$ cat config.mk
export PLATFORM = sky130hd
export DESIGN_NAME = regfile_mp
export DESIGN_NICKNAME = d
export VERILOG_FILES = /design/src/rtl/regfile_mp.sv
export SDC_FILE = /design/constraint.sdc
export NUM_CORES = 1
export LEC_CHECK = 0
export BUFFER_PORTS_ARGS = -buffer_cell sky130_fd_sc_hd__buf_2
export CORE_MARGIN = 1.5
export CORE_UTILIZATION = 55
export DETAILED_ROUTE_END_ITERATION = 12
export PLACE_DENSITY = 0.78
export SLEW_MARGIN = 10
export SYNTH_ARGS = -nofsm -noshare
export SYNTH_HDL_FRONTEND = slang
export SYNTH_SLANG_ARGS = --single-unit
$ cat constraint.sdc
create_clock -name clk -period 3.4 [get_ports clk]
set_clock_uncertainty 0.2 [all_clocks]
set_input_delay 0.17 -clock clk [delete_from_list [all_inputs] [get_ports clk]]
set_output_delay 0.17 -clock clk [all_outputs]
set_load 0.05 [all_outputs]
$ cat src/rtl/regfile_mp.sv
// Multi-port register file with SP, PC and masked CCR with one-level interrupt shadow.
// Optional same-cycle write-to-read bypass is enabled by defining REGFILE_BYPASS_EN.
module regfile_mp #(
  parameter int unsigned WIDTH    = 16,
  parameter int unsigned NREG     = 8,
  parameter int unsigned AW       = 4,
  parameter int unsigned CCR_W    = 4,
  parameter logic [31:0] SP_RESET = 32'd2047,
  parameter logic [31:0] SP_MIN   = 32'd0,
  parameter logic [31:0] SP_MAX   = 32'd2047,
  parameter logic [31:0] PC_RESET = 32'd0
) (
  input  logic             clk,
  input  logic             rst,
  input  logic [AW-1:0]    rd_addr1,
  output logic [WIDTH-1:0] rd_data1,
  input  logic [AW-1:0]    rd_addr2,
  output logic [WIDTH-1:0] rd_data2,
  input  logic             wr_en1,
  input  logic [AW-1:0]    wr_addr1,
  input  logic [WIDTH-1:0] wr_data1,
  input  logic             wr_en2,
  input  logic [AW-1:0]    wr_addr2,
  input  logic [WIDTH-1:0] wr_data2,
  input  logic [1:0]       sp_op,
  input  logic [31:0]      sp_load_data,
  output logic [31:0]      sp,
  output logic             sp_fault,
  input  logic [1:0]       pc_op,
  input  logic [31:0]      pc_load_data,
  output logic [31:0]      pc,
  input  logic [CCR_W-1:0] ccr_wr_mask,
  input  logic [CCR_W-1:0] ccr_wr_data,
  input  logic             ccr_save,
  input  logic             ccr_restore,
  output logic [CCR_W-1:0] ccr
);

  localparam int unsigned IW = (NREG > 1) ? $clog2(NREG) : 1;
  localparam logic [AW:0] NregW = (AW + 1)'(NREG);

  logic [WIDTH-1:0] regs_q [NREG];
  logic [31:0]      sp_q, sp_d, pc_q, pc_d;
  logic             sp_fault_q, sp_fault_d;
  logic [CCR_W-1:0] ccr_q, ccr_d, shadow_q, shadow_d;
  logic             rd1_ok, rd2_ok, wr1_ok, wr2_ok;

  assign rd1_ok = {1'b0, rd_addr1} < NregW;
  assign rd2_ok = {1'b0, rd_addr2} < NregW;
  assign wr1_ok = wr_en1 && ({1'b0, wr_addr1} < NregW);
  assign wr2_ok = wr_en2 && ({1'b0, wr_addr2} < NregW);

  always_comb begin
    rd_data1 = rd1_ok ? regs_q[rd_addr1[IW-1:0]] : '0;
    rd_data2 = rd2_ok ? regs_q[rd_addr2[IW-1:0]] : '0;
`ifdef REGFILE_BYPASS_EN
    // Port 2 is applied last so it wins when both write ports match.
    if (wr1_ok && (wr_addr1 == rd_addr1)) rd_data1 = wr_data1;
    if (wr2_ok && (wr_addr2 == rd_addr1)) rd_data1 = wr_data2;
    if (wr1_ok && (wr_addr1 == rd_addr2)) rd_data2 = wr_data1;
    if (wr2_ok && (wr_addr2 == rd_addr2)) rd_data2 = wr_data2;
`endif
  end

  always_ff @(posedge clk or negedge rst) begin
    if (!rst) begin
      for (int unsigned i = 0; i < NREG; i++) regs_q[i] <= '0;
    end else begin
      if (wr1_ok) regs_q[wr_addr1[IW-1:0]] <= wr_data1;
      if (wr2_ok) regs_q[wr_addr2[IW-1:0]] <= wr_data2;
    end
  end

  always_comb begin
    sp_d       = sp_q;
    sp_fault_d = sp_fault_q;
    unique case (sp_op)
      2'b01: begin
        if (sp_q == SP_MIN) sp_fault_d = 1'b1;
        else                sp_d       = sp_q - 32'd1;
      end
      2'b10: begin
        if (sp_q == SP_MAX) sp_fault_d = 1'b1;
        else                sp_d       = sp_q + 32'd1;
      end
      2'b11: begin
        sp_d       = sp_load_data;
        sp_fault_d = 1'b0;
      end
      default: ;
    endcase
  end

  always_comb begin
    pc_d = pc_q;
    unique case (pc_op)
      2'b01:   pc_d = pc_q + 32'd1;
      2'b10:   pc_d = pc_load_data;
      2'b11:   pc_d = pc_q + 32'd2;
      default: ;
    endcase
  end

  always_comb begin
    ccr_d    = (ccr_q & ~ccr_wr_mask) | (ccr_wr_data & ccr_wr_mask);
    shadow_d = shadow_q;
    if (ccr_restore) ccr_d    = shadow_q;
    if (ccr_save)    shadow_d = ccr_q;
  end

  always_ff @(posedge clk or negedge rst) begin
    if (!rst) begin
      sp_q       <= SP_RESET;
      sp_fault_q <= 1'b0;
      pc_q       <= PC_RESET;
      ccr_q      <= '0;
      shadow_q   <= '0;
    end else begin
      sp_q       <= sp_d;
      sp_fault_q <= sp_fault_d;
      pc_q       <= pc_d;
      ccr_q      <= ccr_d;
      shadow_q   <= shadow_d;
    end
  end

  assign sp       = sp_q;
  assign sp_fault = sp_fault_q;
  assign pc       = pc_q;
  assign ccr      = ccr_q;

endmodule

* After elaboration in Yosys (flattened, before gate mapping)
Index checks and enable logic that the tools add are counted.
Word-level totals: bits in registers 201, input port bits 130, output and inout port bits 101
Cells by class: $add $sub $neg 4, magnitude comparators 10, equal/unequal tests 11, mux-type cells 24, bitwise operators 8, reductions and logical operators 9
Operators with widths (number):
- $bwmux 128 | 2
- $mux 128 | 2
- $pmux 32 s3 | 2
- $mux 16 | 8
- $bmux 16 s3 | 2
- $demux 16 s3 | 2
- $add 32x1->32 const B | 2
- $mux 32 | 2
- $add 32x2->32 const B | 1
- $eq 32x11->1 const B | 1
- $logic_not 32->1 | 1
- $sub 32x1->32 const B | 1
- $ge 4x4->1 const B | 4
- $lt 4x4->1 const B | 4
- $not 3->4 | 4
- $and 4x4->4 | 2
- $eq 2x2->1 const B | 4
- $lt 4x1->1 const B | 2
- $ne 2x2->1 const B | 4
- $reduce_and 3->1 | 2
- $reduce_bool 3->1 | 2
- $eq 2x1->1 const B | 2
- $logic_and 1x1->1 | 4
- $mux 4 | 1
- 4 further kinds | 5

* Logic depth before layout (Yosys ltp)
depth after elaboration 9, gate-level depth with buffers 12, mapped depth without buffers 11

* Least setup slack after synthesis
No wires, ideal clock.
kind input to register, start point in sp_op[1], end point reg sp_q[29], in the netlist sp[29], setup time 0.090 ns, data arrival time 3.310 ns, required time 3.110 ns, setup slack -0.200 ns, cell stages on the path 12, path buffers 2, cells stage by stage clkbuf_1 nand2b_1 ha_1 buf_2 nand2_1 or4_1 or2_0 o2111ai_1 a221o_1 a31oi_1 nor2b_1 o221ai_1
Between the ends: cells in the longest elaborated chain, start to end 3, elaborated cells between the ends (all ways) 8, classes of those cells 5 x eq/ne; 1 x mux; 2 x reduce/logical
RTL lines:
- start: declaration | RTL line 25 | input logic [1:0] sp_op,
- $eq 2x2->1 / $eq 2x1->1 (equally long branches) | RTL line 77 | unique case (sp_op)
- $ne 2x2->1 (no line) / $reduce_bool 3->1 (equally long branches)
- $reduce_and 3->1 (no line)
- end signal: assignment | RTL line 119 | sp_q <= sp_d;
- end: declaration | RTL line 43 | logic [31:0] sp_q, sp_d, pc_q, pc_d;
Several ways; a longest one is shown, not always the timed one. A chain may end at the register's enable or synchronous reset.

* Final worst setup path
start point in sp_op[0], end point reg sp_q[28], in the netlist sp[28]
The elaborated chain is that of the path after synthesis.

==> flow_metrics.tcl <==
set metrics [dict create \
    status "complete, no violations" \
    wl_per_cell_microns 20.1 \
    portBuffers 230 \
    fill_cells 1845 \
    final.setup.tns_ns 0 \
    viasPerCell 6.26 \
    hold_path.class "in -> async" \
    setup_viol 0 \
    tritoncts "built" \
    drive_above_1_share_pct 22.3 \
    wl_microns 44300 \
    grt_first_pass_wirelength_microns 69600 \
    finalNetCount 2028 \
    cts_max_level 1 \
    timing.final.hold_violations 0 \
    coreArea_sq_mm 0.0253 \
    multi_input_comb_area_sq_mm 0.00859 \
    fin_crit_sh_pct 96.4 \
    synthCells 1568 \
    cts.path.max_buffers 3 \
    yosysUniqueCellTypes 66 \
    ys_top_cells_by_area "dfrtp_1, mux2i_1, mux4_2, a21oi_1, nor2_1" \
    slew_viol_final 0 \
    tightest_slew_ns 1.27 \
    worst_skew_pair.late_latency_ns 0.52 \
    seq_area_sq_mm 0.00504 \
    final_core_util_pct 70.4 \
    fin_cells 2210 \
    clock_sinks 201 \
    finalCriticalPeriod_ns 3.28 \
    area_growth_pct 25.2 \
    setup.worst_path.start_class "primary input" \
    grt-ovfl-total 0 \
    dominantRegCellSynth "dfrtp_1" \
    first_iter_violations 1366 \
    track_usage_pct 32.7 \
    p_leak_nw 7.90 \
    place_inst 2035 \
    cts_root_buf "clkbuf_16" \
    fp.dieW_microns 164 \
    ys_seq_elements 201 \
    die_area_sq_mm 0.0268 \
    die_y_microns 164 \
    antenna_found_initial 3 \
    cp-end-kind "register" \
    rsz0062_at_grt "no" \
    drtAntennaViolNets 0 \
    drt-pass1-iter-count 6 \
    grt_max_degree 103 \
    critPathMaxFanout 31 \
    synth_edf_count 0 \
    synth.avg_cell_area_sq_um 9.06 \
    yosys_warnings 0 \
    start_util_pct 56.2 \
    rows 58 \
    worst_ep_required_time_ns 3.60 \
    numCtsBuffers 24 \
    place_congestion 0.943 \
    synth_top_area_cell "dfrtp_1" \
    grt_pass1_vias 13400 \
    synthTopCellsByCount "dfrtp_1, nor2_1, mux2i_1" \
    dp.final_hpwl_microns 27200 \
    ys_seq_area_share_pct 35.5 \
    ioPinCount 231 \
    ir_worst_vdd_uv 659 \
    synthArstFlopShare_pct 100 \
    drc_errors 0 \
    fmax_mhz 305 \
    synth_top_area_share_pct 33.5 \
    synthesis.nets 1737 \
    arrival_ns 3.48 \
    p_per_area_mw_per_mm2 707 \
    clkTransAtPathRegs_ns 0.06 \
    dr_total_vias 13800 \
    worstSetupPathType "in -> reg" \
    relSlewSlack_pct 15.3 \
    synthesis.area_sq_mm 0.0142 \
    drv_cap 0 \
]
==> worst paths after layout <==
check / from / end / slack [ns] / cells after the start
max in group asynchronous: rst / regs_q[90]$_DFF_PN0_ / 1.94 / 3
min reg2reg: shadow_q[3]$_DFFE_PN0P_ / shadow_q[3]$_DFFE_PN0P_ / 0.33 / 1
max reg2reg: sp[0]$_DFFE_PN1P_ / sp[28]$_DFFE_PN0P_ / 0.27 / 10
min: rst / async pin / 0.1 / 2
min in group clk: wr_addr2[2] / regs_q[69]$_DFF_PN0_ / 0.11 / 5
max: sp_op[0] / sp[28]$_DFFE_PN0P_ / 0.12 / 13
==> state kept, by name, indices dropped and copies added, names as in the netlist, named ones only <==
signal,flops
shadow_q,4
sp_fault,1
regs_q,128
sp,32
pc,32
==> layout by cell type (no fill, tap or decap), types with 5 or more instances in the layout <==
cell / instances
a211oi_1: 6
a21o_1: 11
a21oi_1: 146
a221oi_1: 10
a22oi_1: 6
a31oi_1: 20
and3_1: 14
and4_1: 6
buf_2: 229
buf_4: 42
clkbuf_16: 24
clkbuf_8: 10
clkinv_2: 6
dfrtp_1: 190
dfstp_2: 11
dlygate4sd3_1: 128
ha_1: 35
inv_1: 20
mux2i_1: 169
mux4_2: 64
nand2_1: 164
nand2b_1: 5
nand3_1: 31
nand3b_1: 6
nand4_1: 17
nor2_1: 188
nor2b_1: 6
nor3_1: 14
nor3b_1: 7
nor4_1: 10
o211ai_1: 11
o21a_1: 7
o21ai_0: 120
o21ai_1: 17
o221ai_1: 5
o22ai_1: 9
or3_1: 6
xnor2_1: 21
xor2_1: 13
==> layer usage <==
| metal | up-vias | track usage [%] | routed length (microns) |
|---|---|---|---|
| met4 | 0 | 14.3 | 1850 |
| li1 | 6286 | - | - |
| met2 | 796 | 54.9 | 21200 |
| met3 | 152 | 5.13 | 3630 |
| met5 | - | 0 | 0 |
| met1 | 6610 | 41.8 | 17700 |
==> cell families after synthesis <==
kind of cell	share of synthesized area [%]
buffers and inverters	4.50
AO/OA/AOI/OAI	16.3
flip-flops	35.5
AND/OR/NAND/NOR	15.7
adder cells (fa/ha/maj)	3.49
multiplexers	22.4
XOR/XNOR	2.10
==> cell type report <==
class / instances / share of cell area [%]
antenna: 4 / 0.0563
clock buffer: 35 / 4.12
clock inverter: 8 / 0.429
inverter: 20 / 0.422
multi-input combinational: 1208 / 48.3
sequential: 201 / 28.4
tap: 330 / 2.32
timing repair buffer: 404 / 16.0
==> worst max-delay path: stages <==
cell and delay [ns]:
dlygate4sd3_1 0.54, buf_2 0.13, nand2b_2 0.25, buf_12 0.22
ha_1 0.35, a21oi_1 0.28, o22ai_1 0.13, a211oi_1 0.25
o211ai_1 0.20, and2_1 0.23, a21o_1 0.20, and4_1 0.19
o32a_1 0.33
==> where the power goes <==
group | internal, mW | leakage [nW] | switching [mW] | total, mW
clock network | 1.56 | 0.407 | 1.07 | 2.63
registers | 3.14 | 2.38 | 0.773 | 3.91
logic | 2.35 | 5.12 | 3.68 | 6.03
total | 7.05 | 7.90 | 5.52 | 12.6
==> what timing repair did <==
item                                   in CTS  in global routing
endpoints found under the hold margin     293                  0
setup buffers                               0                  0
gates resized for setup                     0                  7
hold buffers                              128                  0
setup endpoints to repair                   0                  3
==> through the flow <==
stage	worst slack (ns)	total power [mW]	hold WS (ns)	cell area (sq um)
6_report	0.123	12.6	0.0967	17800
4_1_cts	0.123	12.4	0.0976	17700
3_5_place_dp	0.125	9.57	0.149	15600
5_1_grt	0.00884	13.2	0.151	17800
2_1_floorplan	0.134	8.14	-0.326	14200
3_3_place_gp	0.164	9.42	0.147	15600
(Power assumes the default switching activity.)
